===== src/rtl/gray_pkg.sv =====
// Shared width default and reference helpers for the Gray-to-binary converter.
// The helpers take a zero-extended vector of up to MAX_WIDTH bits.
package gray_pkg;

  localparam int DEF_WIDTH = 4;
  localparam int MAX_WIDTH = 32;

  function automatic int unsigned popcount(input logic [MAX_WIDTH-1:0] v);
    int unsigned n;
    n = 0;
    for (int i = 0; i < MAX_WIDTH; i++) begin
      n += 32'(v[i]);
    end
    return n;
  endfunction

  // Running XOR from the MSB down; zero upper bits leave the result unchanged.
  function automatic logic [MAX_WIDTH-1:0] gray2bin(input logic [MAX_WIDTH-1:0] g);
    logic [MAX_WIDTH-1:0] b;
    logic                 acc;
    b   = '0;
    acc = 1'b0;
    for (int i = MAX_WIDTH - 1; i >= 0; i--) begin
      acc  = acc ^ g[i];
      b[i] = acc;
    end
    return b;
  endfunction

endpackage


===== src/rtl/gray2bin_df_if.sv =====
// Gray-in / binary-out bundle between a Gray-coded source and the converter.
// master = source side (drives the Gray word), slave = converter side.
interface gray2bin_df_if
  import gray_pkg::*;
#(
  parameter int WIDTH = DEF_WIDTH
);

  logic [WIDTH-1:0] g_in;
  logic             g_valid;
  logic [WIDTH-1:0] b_comb;
  logic [WIDTH-1:0] b_out;
  logic             b_valid;
  logic             step_err;

  modport master (
    output g_in, g_valid,
    input  b_comb, b_out, b_valid, step_err
  );

  modport slave (
    input  g_in, g_valid,
    output b_comb, b_out, b_valid, step_err
  );

endinterface


===== src/rtl/gray2bin_core.sv =====
// Purely combinational Gray-to-binary core: each binary bit is the XOR of
// all Gray bits from the MSB down to that position.
module gray2bin_core
  import gray_pkg::*;
#(
  parameter int WIDTH = DEF_WIDTH
) (
  input  logic [WIDTH-1:0] g,
  output logic [WIDTH-1:0] b
);

  // Per-bit reduction keeps the chain free of self-referencing vector nets.
  for (genvar i = 0; i < WIDTH; i++) begin : g_bit
    assign b[i] = ^g[WIDTH-1:i];
  end

endmodule


===== src/rtl/gray2bin_df.sv =====
// Gray-to-binary converter: zero-latency b_comb plus a registered, valid-qualified b_out.
// Define GRAY2BIN_STEPCHK_EN to flag non-adjacent consecutive valid codes on step_err.
module gray2bin_df
  import gray_pkg::*;
#(
  parameter int WIDTH = DEF_WIDTH
) (
  input  logic             clk,
  input  logic             rst,
  gray2bin_df_if.slave     bus
);

  logic [WIDTH-1:0] b_conv;
  logic [WIDTH-1:0] b_out_q;
  logic             b_valid_q;

  gray2bin_core #(.WIDTH(WIDTH)) u_core (
    .g (bus.g_in),
    .b (b_conv)
  );

  assign bus.b_comb  = b_conv;
  assign bus.b_out   = b_out_q;
  assign bus.b_valid = b_valid_q;

  always_ff @(posedge clk or posedge rst) begin
    if (rst) begin
      b_out_q   <= '0;
      b_valid_q <= 1'b0;
    end else begin
      b_valid_q <= bus.g_valid;
      if (bus.g_valid) begin
        b_out_q <= b_conv;
      end
    end
  end

`ifdef GRAY2BIN_STEPCHK_EN
  logic [WIDTH-1:0] prev_q;
  logic             have_prev_q;
  logic             step_err_q;
  logic             multi_bit;

  // A repeated code (distance 0) is legal; only jumps of two or more bits flag.
  assign multi_bit = popcount(MAX_WIDTH'(bus.g_in ^ prev_q)) > 32'd1;

  always_ff @(posedge clk or posedge rst) begin
    if (rst) begin
      prev_q      <= '0;
      have_prev_q <= 1'b0;
      step_err_q  <= 1'b0;
    end else if (bus.g_valid) begin
      prev_q      <= bus.g_in;
      have_prev_q <= 1'b1;
      step_err_q  <= have_prev_q & multi_bit;
    end else begin
      step_err_q  <= 1'b0;
    end
  end

  assign bus.step_err = step_err_q;
`else
  assign bus.step_err = 1'b0;
`endif

endmodule


===== src/flat_wrapper.sv =====
// flat-port wrapper written by rule: the top's interface ports become plain ports
module gray2bin_df_flat import gray_pkg::*;
#(
  parameter int WIDTH = DEF_WIDTH
)
  (clk, rst, bus_g_in, bus_g_valid, bus_b_comb, bus_b_out, bus_b_valid, bus_step_err);
  gray2bin_df_if #(.WIDTH(WIDTH)) bus_i ();
  input  logic clk;
  input  logic rst;
  input wire logic [$bits(bus_i.g_in)-1:0] bus_g_in;
  input wire logic [$bits(bus_i.g_valid)-1:0] bus_g_valid;
  output wire logic [$bits(bus_i.b_comb)-1:0] bus_b_comb;
  output wire logic [$bits(bus_i.b_out)-1:0] bus_b_out;
  output wire logic [$bits(bus_i.b_valid)-1:0] bus_b_valid;
  output wire logic [$bits(bus_i.step_err)-1:0] bus_step_err;
  assign bus_i.g_in = bus_g_in;
  assign bus_i.g_valid = bus_g_valid;
  assign bus_b_comb = bus_i.b_comb;
  assign bus_b_out = bus_i.b_out;
  assign bus_b_valid = bus_i.b_valid;
  assign bus_step_err = bus_i.step_err;
  gray2bin_df #(.WIDTH(WIDTH)) u_core (.clk(clk), .rst(rst), .bus(bus_i));
endmodule

===== config.mk =====
export PLATFORM = sky130hd
export DESIGN_NAME = gray2bin_df_flat
export DESIGN_NICKNAME = d
export VERILOG_FILES = /design/src/rtl/gray_pkg.sv /design/src/rtl/gray2bin_df_if.sv /design/src/rtl/gray2bin_core.sv /design/src/rtl/gray2bin_df.sv /design/src/flat_wrapper.sv
export SDC_FILE = /design/constraint.sdc
export NUM_CORES = 1
export LEC_CHECK = 0
export CORE_AREA = 2 2 39 41
export DETAILED_ROUTE_END_ITERATION = 8
export DIE_AREA = 0 0 41 43
export DONT_BUFFER_PORTS = 1
export GPL_TIMING_DRIVEN = 0
export PLACE_DENSITY_LB_ADDON = 0.05
export REMOVE_ABC_BUFFERS = 1
export SLEW_MARGIN = 20
export SYNTH_ARGS = -nofsm -noshare
export SYNTH_HDL_FRONTEND = slang
export SYNTH_SLANG_ARGS = --single-unit

===== constraint.sdc =====
create_clock -name clk -period 1 [get_ports clk]
set_input_delay 0.2 -clock clk [delete_from_list [all_inputs] [get_ports clk]]
set_output_delay 0.2 -clock clk [all_outputs]
set_load 0.005 [all_outputs]

Yosys cells after proc, flatten, opt, wreduce, memory -nomap -nowiden
Index checks and enable logic that the tools add are counted.
{"block": "totals", "word_cells": 5, "out_inout_bits": 10, "register_bits": 5, "inputBits": 7, "mem_bits_rw": 0, "mem_bits_ro": 0, "latch_bits": 0, "mem_count": 0}
{"block": "classes", "n_eq_ne": 0, "n_mux": 0, "multipliers": 0, "reduce_logical": 3, "bitwise": 0, "n_shift": 0, "n_div": 0, "add_sub_neg": 0, "magnitude_cmp": 0}
{"cell": "$reduce_xor A4 Y1", "n": 1}
{"cell": "$reduce_xor A3 Y1", "n": 1}
{"cell": "$reduce_xor A2 Y1", "n": 1}

Depth between registers and ports, before layout
{"block": "logic_depth", "ltp_word": 1, "ltp_mapped": 3}

Modules after synthesis
From an unflattened synthesis, not the netlist that was laid out.
{"block": "hier_totals", "hier_cells": 17, "hier_area_um2": 235.2}
{"mod": "gray2bin_df", "area_per_inst_um2": 185.2, "cells_each": 12, "seq_area_each_um2": 125.1, "instances": 1}
{"mod": "gray2bin_core", "area_per_inst_um2": 50.0, "cells_each": 5, "seq_area_each_um2": 0.0, "instances": 1}

Least setup slack after synthesis
Ideal clock, no wire load.
{"block": "synth_timing", "kind": "input -> register", "start": "in bus_g_in[3]", "end": "reg u_core.b_out_q[0] (netlist: u_core.bus.b_out[0])", "stages": 3, "setup_ns": 0.125, "n_path_buf": 0, "required_ns": 0.875, "slack_ns": -0.198, "arrival_ns": 1.073, "cell_sequence": "xor3_2 > xor2_2 > mux2_4"}
{"block": "synth_via", "elab_chain_len": 1}
{"element": "start: declaration", "line": "flat_wrapper.sv:10", "source": "input wire logic [$bits(bus_i.g_in)-1:0] bus_g_in;"}
{"element": "$reduce_xor A4 Y1", "line": "gray2bin_core.sv:14", "source": "assign b[i] = ^g[WIDTH-1:i];"}
{"element": "via bus_b_comb[0]", "line": "flat_wrapper.sv:12", "source": "output wire logic [$bits(bus_i.b_comb)-1:0] bus_b_comb;"}
{"element": "end signal: assignment", "line": "gray2bin_df.sv:33", "source": "b_out_q <= b_conv;"}
{"element": "end: declaration", "line": "gray2bin_df.sv:14", "source": "logic [WIDTH-1:0] b_out_q;"}
The timed path passes the listed nets, and every way through them passes these cells.
A chain may end at the register's enable or synchronous reset.

Final worst setup path
{"block": "layout_timing", "start": "in bus_g_in[3]", "end": "out bus_b_comb[0]"}
{"block": "layout_via", "elab_chain_len": 1}
{"element": "$reduce_xor A4 Y1", "line": "gray2bin_core.sv:14"}
{"element": "end: declaration", "line": "flat_wrapper.sv:12"}
Every way passes these cells.

==> impl_metrics.ini <==
[run_status]
run_status = finished with violations
violations_in_the_final_reports = negative setup slack

[global_routing]
vias_in_the_first_global_route = 161
grt-ovfl-total = 0
groute.usage.overall_pct = 6.86
grt_pass1_wl_microns = 690
largest_net_degree_at_the_start_of_global_routing = 6
antenna_found_initial = 0

[placed_design]
buffer_ports.inserted = 0
place_congestion = 0.527
placement.cell_area_sq_um = 251
pre_cts_ws_ns = -0.233
hpwl_microns = 352

[routing]
postRouteAntennaNets = 0
drt_first_iter_violations = 0
drc_errors = 0
dr.pass1.iters = 1
drt-wirelength-per-cell_microns = 12.0
vias_per_cell = 3.50
vias = 126
postRouteWirelength_microns = 433

[floorplan]
initial_core_util_pct = 17.8
i_o_pins = 17
die-area_sq_mm = 0.00176
chipWidth_microns = 41
fp.coreArea_sq_mm = 0.00138
rows = 14
die_h_microns = 43

[clock_tree]
cts_setup_buffers = 0
cts_repair_resize_count = 0
cts_root_buffer = sky130_fd_sc_hd__clkbuf_4
clk_latency_ns = 0.24
tritoncts_clock_tree = yes
cts.reportedPaths.clkPinSlew_ns = 0.04
clock_path_buffers = 2
clock_tree.htree_level_count = 1
numCtsBuffers = 3
cts_num_sinks = 5

[setup_path]
cp_cell_sequence = xor3_2 > xor2_2
slowest_stage = sky130_fd_sc_hd__xor3_2
critPathMaxFanout = 4
critPathBufInv = 0
endpoint_kind = output pin
cp.arrival_ns = 0.85
crit_path_max_incr_delay_ns = 0.46
worstRegToRegCells = 1
crit_cells = 2
crit_path_start_kind = input port
data_required_time_at_the_worst_endpoint_ns = 0.80
critPathTopFamily = XOR/XNOR gates
criticalPathCategory = input port to output pin

[finish]
final_core_util_pct = 21.5
layout_commonest_cell = sky130_fd_sc_hd__dfrtp_1
diodes = 0
fin_nets = 28
drive_gt1_share_pct = 45.0
finish.instance_area_sq_um = 298
final_cell_mix = sky130_fd_sc_hd__dfrtp_1, sky130_fd_sc_hd__mux2_2, sky130_fd_sc_hd__clkbuf_4, sky130_fd_sc_hd__dlygate4sd3_1
area_growth_pct = 20.8

[yosys]
syn-instance-count = 16
synth_area_leader_cell = sky130_fd_sc_hd__dfrtp_1
leading_post_synthesis_cells_by_cell_area = sky130_fd_sc_hd__dfrtp_1, sky130_fd_sc_hd__mux2_2, sky130_fd_sc_hd__xor3_2, sky130_fd_sc_hd__xor2_2, sky130_fd_sc_hd__buf_4
yosys.area.top_type_share_pct = 50.8
synth.ff_latch_count = 5
synth-seq-area-share_pct = 50.8
synthesis.area_per_instance_sq_um = 15.4
synth_cell_type_count = 9
synth.cell_area_sq_um = 246
ys_warn_count = 0

[timing]
timing.final.setup_violations = 1
hold_viol_final = 0
final.setup.worst_slack_ns = -0.0487
timing.final.max_slew_violations = 0
setup_repair_after_global_routing_missed_its_margin = true
post_route_fraction_of_the_period_consumed_by_the_critical_path_pct = 105
fin_tns_setup_ns = -0.0487
fin_skew_ns = 0
max_clock_freq_mhz = 954
finalCriticalPeriod_ns = 1.05

[power_and_ir_drop]
power.density_mw_per_mm2 = 1920
irDropWorstVdd_uv = 665
finalPower_uw = 571
leakagePower_nw = 0.136

[hold_path]
min-delay-path-class = input port to flop
timing.hold.worst_path_depth = 1

[job]
cap_viol_max_count = 0
-- metrics by stage --
| step | cells | hold WS [ns] |
|---|---|---|
| 5_1_grt | 36 | 0.0960 |
| 4_1_cts | 36 | 0.108 |
| 3_3_place_gp | 30 | 0.00987 |
| 6_report | 36 | 0.115 |
| 2_1_floorplan | 14 | -0.0215 |
| 3_5_place_dp | 30 | 0.00263 |
-- final timing paths --
check	start	to	slack (ns)
min	bus_g_in[3]	u_core.bus.b_out[3]	0.11
max	bus_g_in[3]	bus_b_comb[0]	-0.05
min reg2reg	u_core.bus.b_out[0]	u_core.bus.b_out[0]	0.54
max reg2reg	u_core.bus.b_out[3]	u_core.bus.b_out[3]	0.23
min in group asynchronous	rst	u_core.bus.b_valid	0.30
max in group asynchronous	rst	u_core.bus.b_out[1]	0.53
-- report_power, final --
group / internal, mW / total [mW] / switching (mW) / leakage (nW)
Combinational: 0.0530 / 0.0827 / 0.0297 / 0.0626
Clock: 0.151 / 0.231 / 0.0799 / 0.0150
Sequential: 0.234 / 0.257 / 0.0233 / 0.0584
Total: 0.438 / 0.571 / 0.133 / 0.136
-- cell type report --
class | instances | area, sq um
tap | 16 | 20.0
fill | 146 | 1090
inverter | 1 | 3.75
multi-input combinational | 8 | 103
timing repair buffer | 2 | 20.0
clock buffer | 4 | 26.3
sequential | 5 | 125
-- flip-flops by register name, indices dropped and copies added, names as in the netlist --
name / flops
u_core.bus.b_valid: 1
u_core.bus.b_out: 4
-- cells in the mapped netlist, drive strengths merged --
cell / number
xor2: 2
conb: 1
mux2: 4
dfrtp: 5
inv: 1
buf: 2
xor3: 1
-- cells by family after synthesis --
logic type | count (synthesis) | synth area share (%)
other cells | 1 | 1.52
mux | 4 | 19.8
xor+xnor | 3 | 20.3
buf+inv | 3 | 7.61
flops | 5 | 50.8
-- per-layer routing --
metal	part of all wire, %	global-route usage (%)
met1	36	6.86
met2	44	7.50
met3	20	10.5
met4	0	2.00
met5	0	0
-- what timing repair did --
item,CTS,global route
setup endpoints to repair,1,1
hold endpoints to repair,6,0
pin swaps,0,0
hold buffers,2,0
(Power assumes the default switching activity.)
